===== config.mk =====
export PLATFORM = sky130hd
export DESIGN_NAME = vedic_mul_iterative
export DESIGN_NICKNAME = d
export VERILOG_FILES = /design/src/rtl/vedic_pkg.sv /design/src/rtl/vedic_half_mul.sv /design/src/rtl/vedic_mul_iterative.sv
export SDC_FILE = /design/constraint.sdc
export NUM_CORES = 1
export LEC_CHECK = 0
export BUFFER_PORTS_ARGS = -buffer_cell sky130_fd_sc_hd__buf_2
export CAP_MARGIN = 20
export CELL_PAD_IN_SITES_DETAIL_PLACEMENT = 0
export CELL_PAD_IN_SITES_GLOBAL_PLACEMENT = 1
export CORE_MARGIN = 10
export CORE_UTILIZATION = 50
export CTS_BUF_LIST = sky130_fd_sc_hd__clkbuf_4
export DETAILED_ROUTE_END_ITERATION = 10
export PLACE_DENSITY = 0.87
export SETUP_SLACK_MARGIN = 0.15
export SLEW_MARGIN = 5
export SYNTH_ARGS = -nofsm -noshare
export SYNTH_HDL_FRONTEND = slang
export SYNTH_SLANG_ARGS = --single-unit

===== constraint.sdc =====
create_clock -name clk -period 12.6 [get_ports clk]
set_input_delay 0.63 -clock clk [delete_from_list [all_inputs] [get_ports clk]]
set_output_delay 0.63 -clock clk [all_outputs]
set_load 0.02 [all_outputs]

===== src/rtl/vedic_pkg.sv =====
// Shared state encodings, phase constants and width helpers for the iterative vedic multiplier.
package vedic_pkg;

    typedef logic [1:0] state_t;
    localparam state_t IDLE = 2'd0;
    localparam state_t MUL  = 2'd1;
    localparam state_t DONE = 2'd2;

    typedef logic [1:0] phase_t;
    localparam phase_t PH_LL = 2'd0;
    localparam phase_t PH_HL = 2'd1;
    localparam phase_t PH_LH = 2'd2;
    localparam phase_t PH_HH = 2'd3;

    function automatic int half_width(input int n);
        return n / 2;
    endfunction

    function automatic int product_width(input int n);
        return 2 * n;
    endfunction

endpackage


===== src/rtl/vedic_half_mul.sv =====
// Combinational H x H -> 2H unsigned multiplier core, time-shared by vedic_mul_iterative.
module vedic_half_mul #(
    parameter int H = 4
) (
    input  logic [H-1:0]   x,
    input  logic [H-1:0]   y,
    output logic [2*H-1:0] p
);

    assign p = (2*H)'(x) * (2*H)'(y);

endmodule


===== src/rtl/vedic_mul_iterative.sv =====
// Iterative Vedic multiplier: one half-width core over 4 phases, valid/ready on both sides.
// Optional signed operation is enabled by defining VEDIC_MUL_SIGNED_EN.
module vedic_mul_iterative
    import vedic_pkg::*;
#(
    parameter int MUL_Size        = 8,
    parameter int Added_Zeros     = half_width(MUL_Size),
    parameter int Mul_Output_Size = product_width(MUL_Size)
) (
    input  logic                       clk,
    input  logic                       rst,
`ifdef VEDIC_MUL_SIGNED_EN
    input  logic                       signed_mode,
`endif
    input  logic                       in_valid,
    output logic                       in_ready,
    input  logic [MUL_Size-1:0]        a,
    input  logic [MUL_Size-1:0]        b,
    output logic                       out_valid,
    input  logic                       out_ready,
    output logic [Mul_Output_Size-1:0] product,
    output logic                       busy
);

    state_t                       state;
    phase_t                       phase;
    logic [MUL_Size-1:0]          a_reg;
    logic [MUL_Size-1:0]          b_reg;
    logic [Mul_Output_Size-1:0]   acc;
    logic                         neg;

    logic [MUL_Size-1:0]          a_mag;
    logic [MUL_Size-1:0]          b_mag;
    logic                         neg_in;
    logic                         accept;

    logic [Added_Zeros-1:0]       core_x;
    logic [Added_Zeros-1:0]       core_y;
    logic [2*Added_Zeros-1:0]     core_p;
    logic [Mul_Output_Size-1:0]   pp_ext;
    logic [Mul_Output_Size-1:0]   term;
    logic [Mul_Output_Size-1:0]   acc_next;
    logic [Mul_Output_Size-1:0]   final_value;

    assign in_ready  = (state == IDLE) || ((state == DONE) && out_ready);
    assign accept    = in_valid && in_ready;
    assign out_valid = (state == DONE);
    assign busy      = (state == MUL);

    // The core always sees unsigned magnitudes; the sign is reapplied once at the end.
`ifdef VEDIC_MUL_SIGNED_EN
    always_comb begin
        a_mag  = a;
        b_mag  = b;
        neg_in = 1'b0;
        if (signed_mode) begin
            if (a[MUL_Size-1]) a_mag = ~a + MUL_Size'(1);
            if (b[MUL_Size-1]) b_mag = ~b + MUL_Size'(1);
            neg_in = a[MUL_Size-1] ^ b[MUL_Size-1];
        end
    end
`else
    assign a_mag  = a;
    assign b_mag  = b;
    assign neg_in = 1'b0;
`endif

    always_comb begin
        core_x = a_reg[Added_Zeros-1:0];
        core_y = b_reg[Added_Zeros-1:0];
        case (phase)
            PH_LL: begin
                core_x = a_reg[Added_Zeros-1:0];
                core_y = b_reg[Added_Zeros-1:0];
            end
            PH_HL: begin
                core_x = a_reg[MUL_Size-1:Added_Zeros];
                core_y = b_reg[Added_Zeros-1:0];
            end
            PH_LH: begin
                core_x = a_reg[Added_Zeros-1:0];
                core_y = b_reg[MUL_Size-1:Added_Zeros];
            end
            default: begin
                core_x = a_reg[MUL_Size-1:Added_Zeros];
                core_y = b_reg[MUL_Size-1:Added_Zeros];
            end
        endcase
    end

    vedic_half_mul #(
        .H(Added_Zeros)
    ) u_core (
        .x(core_x),
        .y(core_y),
        .p(core_p)
    );

    assign pp_ext = Mul_Output_Size'(core_p);

    always_comb begin
        term = pp_ext;
        case (phase)
            PH_LL:   term = pp_ext;
            PH_HL:   term = pp_ext << Added_Zeros;
            PH_LH:   term = pp_ext << Added_Zeros;
            default: term = pp_ext << (2 * Added_Zeros);
        endcase
    end

    assign acc_next    = acc + term;
    assign final_value = neg ? (~acc_next + Mul_Output_Size'(1)) : acc_next;

    // product is only written on ph3 completion so it stays stable through DONE and afterwards.
    always_ff @(posedge clk or posedge rst) begin
        if (rst) begin
            state   <= IDLE;
            phase   <= PH_LL;
            acc     <= '0;
            product <= '0;
            a_reg   <= '0;
            b_reg   <= '0;
            neg     <= 1'b0;
        end else begin
            case (state)
                IDLE, DONE: begin
                    if (accept) begin
                        a_reg <= a_mag;
                        b_reg <= b_mag;
                        neg   <= neg_in;
                        acc   <= '0;
                        phase <= PH_LL;
                        state <= MUL;
                    end else if (state == DONE && out_ready) begin
                        state <= IDLE;
                    end
                end
                MUL: begin
                    acc   <= acc_next;
                    phase <= phase + 2'd1;
                    if (phase == PH_HH) begin
                        product <= final_value;
                        state   <= DONE;
                    end
                end
                default: begin
                    state <= IDLE;
                    phase <= PH_LL;
                end
            endcase
        end
    end

endmodule


==> summary.md <==
| Metric | Value |
|---|---|
| Final setup viols | 0 |
| F_max | approximately 170 MHz |
| CTS tree | built |
| Global route overflow | 0 |
| Clk Latency, worst-skew pair | ~370 ps |
| Syn-to-layout area delta | 10.42% |
| Final Hold Viols | 0 |
| Die Ht | approximately 100 um |
| Setup TNS | 0 ps |
| Clock Tree Buf Depth | 2 |
| Clock Tree Root | clkbuf_4 |
| Vias/cell | between 5 and 6 |
| H-tree levels | 2 |
| Largest cells by area after synthesis | dfrtp_1, ha_1, nand2_1 |
| Vias in the first global route | around 2,900 |
| Mapped Cells | ~400 |
| Max Slew Vio Count | 0 |
| Setup crit start kind | flop |
| Mapped cell area | approximately 3400 sq um |
| Slew @ Worst Pin | 948.1 ps |
| CP max FO | 7 |
| Netlist cell types | 46 |
| Routed Antenna Nets | 0 |
| Total die area | 10,550 sq um |
| #FFs+latches synth | 52 |
| Total CTS buffers | 5 |
| Vias | roughly 2,800 |
| Path type of the worst setup path | flop to flop |
| Initial antenna violation count | 0 |
| Total clock sinks | 52 |
| Multi-input logic area | around 2000 sq um |
| Clock transition at the registers of the reported paths | approximately 150 ps |
| PostCTS Resize Cnt | 0 |
| Pin count of the biggest net entering global routing | 53 |
| Final WL | ~7400 um |
| EDFF count, synth | 0 |
| Seq/Total Area, Yosys | 0.3804 |
| Synth Warn # | 0 |
| Initial DRC count | 96 |
| Min-delay worst type | input pin to asynchronous set/reset pin |
| Critical path, cell by cell | inv_1, ha_1, nor2_1, mux2i_1, or2_1, fa_1, inv_1, fa_1, inv_1, fa_1, inv_1, a21o_1, a21oi_1, xnor2_1, a22oi_1, nor2_1, ha_1, o21ai_0, o21ba_1, or3_1, a21oi_1, nor4_1, o31ai_1 |
| Status | completed |
| Top_reg_cell synth | dfrtp_1 |
| DRC errors left | 0 |
| CP endpoint kind | flop |
| Area leader, netlist | dfrtp_1 |
| Drt pass-1 iters | 4 |
| Max Clock Skew | roughly 12 ps |
| DP HPWL | 5608 um |
| Largest regs | acc x16, product x16 |
| Layout cell share with drive strength beyond 1 | 0.1395 |
| Nets@finish | 478 |
| Mean Syn Cell Area | roughly 8.8 sq um |
| First-pass GRT wire length | 13,150 um |
| Port Buffers | 38 |
| Worst slew margin | 0.3664 |
| Reg area | between 1000 and 1500 sq um |
| Crit-path max cell delay | ~550 ps |
| Fill cells | 646 |
| Worst Path Arrival | ~6000 ps |
| Path depth of the worst reg2reg path | 23 |
| Final worst path period need | roughly 5700 ps |
| Hold Buf Count CTS | 0 |
| Slowest-stage cell, CP | fa_1 |
| Core area | roughly 6700 sq um |
| I/O Pins | 39 |
| CP dominant cell by count | inv_1 |
| Effective utilization at floorplan | 0.5091 |
| Synth Net Count | approximately 450 |
| FFs w/ async S/R, synth | 1.000 |
| Num rows | 30 |
| CP Data Required Time | ~13,000 ps |
| Top cell type's share of synthesized area | 0.3804 |
| Unrepaired setup endpoints after global routing | false |
| Postcts setup bufs | 0 |
| Total track usage | 0.1528 |
| GPL Wtd Cong | 0.8657 |
| DR WL/cell | around 15 um |
| Max-cap violations | 0 |
| Part of the cycle the worst path needs | 0.4563 |
| Die X | 102.7 um |
| ANT cells | 0 |
[cell families after synthesis]
logic type,after synthesis,synth area share
AO/OA/AOI/OAI,94,0.1851
XOR/XNOR,14,0.03585
adder cells (fa/ha/maj),36,0.1426
buffers and inverters,32,0.03511
flip-flops,52,0.3804
multiplexers,9,0.02670
AND/OR/NAND/NOR,152,0.1942
[cells in the mapped netlist (all sizes together) (2+ instances only)]
cell	count
nand2	76
dfrtp	52
o21ai	32
ha	31
nor2	26
nand3	18
inv	17
clkbuf	15
a21oi	14
a21o	9
o31ai	9
mux2i	8
nor2b	8
nor3	7
xnor2	7
xor2	7
and2	6
fa	5
o21a	5
a211oi	4
a22o	4
a22oi	3
nand4	3
or2	3
a31oi	2
nand2b	2
nor4	2
o211ai	2
[metal layers]
metal	vias up	wire length, um	GRT usage
met3	7	273	0.03016
met2	45	3472	0.2527
met5	-	0	0
li1	1422	-	-
met4	0	83	0.03905
met1	1294	3617	0.1990
[worst max-delay path, delay by kind of cell, from the launching register on]
kind / cells / cell delay (ps)
AO/OA/AOI/OAI: 7 / 1160
XOR/XNOR: 1 / 170
adder cells (fa/ha/maj): 5 / 2200
buffers and inverters: 4 / 260
flip-flops: 1 / 440
multiplexers: 1 / 210
AND/OR/NAND/NOR: 5 / 1220
[layout make-up]
cell class | count | area share
multi-input cells | 305 | 0.5293
flip-flops and latches | 52 | 0.3445
well taps | 80 | 0.02650
clock buffers | 6 | 0.01192
inverters | 17 | 0.01689
repair buffers | 41 | 0.06161
clock inverters | 2 | 0.009275
[worst paths after layout]
check | slack [ps] | startpoint | end
hold / removal | 250 | rst | a_reg[2]
min in group clk | 430 | a[7] | a_reg[7]
hold reg to reg | 490 | product[14] | product[14]
setup reg to reg | 6850 | phase[0] | acc[14]
setup / recovery | 6850 | phase[0] | acc[14]
max in group asynchronous | 11810 | rst | acc[12]
[cell usage in the layout, fill, tap and decap left out, drive strengths merged, types with 5 or more instances in the layout]
cell	netlist	routed
and2	6	6
nand2	76	76
fa	5	5
mux2i	8	8
clkbuf	15	6
nor2	26	26
ha	31	31
inv	17	17
a21o	9	9
buf	0	41
a21oi	14	14
o21a	5	5
nand3	18	18
nor2b	8	8
dfrtp	52	52
o31ai	9	9
o21ai	32	32
xnor2	7	7
xor2	7	7
nor3	7	7
[through the flow]
stage / cells / utilization / setup WS [ps] / hold slack (ps) / cell area, sq um
finish: 503 / 0.5622 / 6851 / 253.3 / 3777
global route: 503 / 0.5622 / 6329 / 260.7 / 3777
CTS: 501 / 0.5570 / 6862 / 413.9 / 3742
detailed placement: 493 / 0.5451 / 6885 / 466.5 / 3662
global placement: 493 / 0.5451 / 7079 / 456.6 / 3662
floorplan: 389 / - / 7461 / 445.0 / 3421
Power is not shown: default switching activity piles up to over one toggle a cycle in this logic, so the estimate is an artifact.
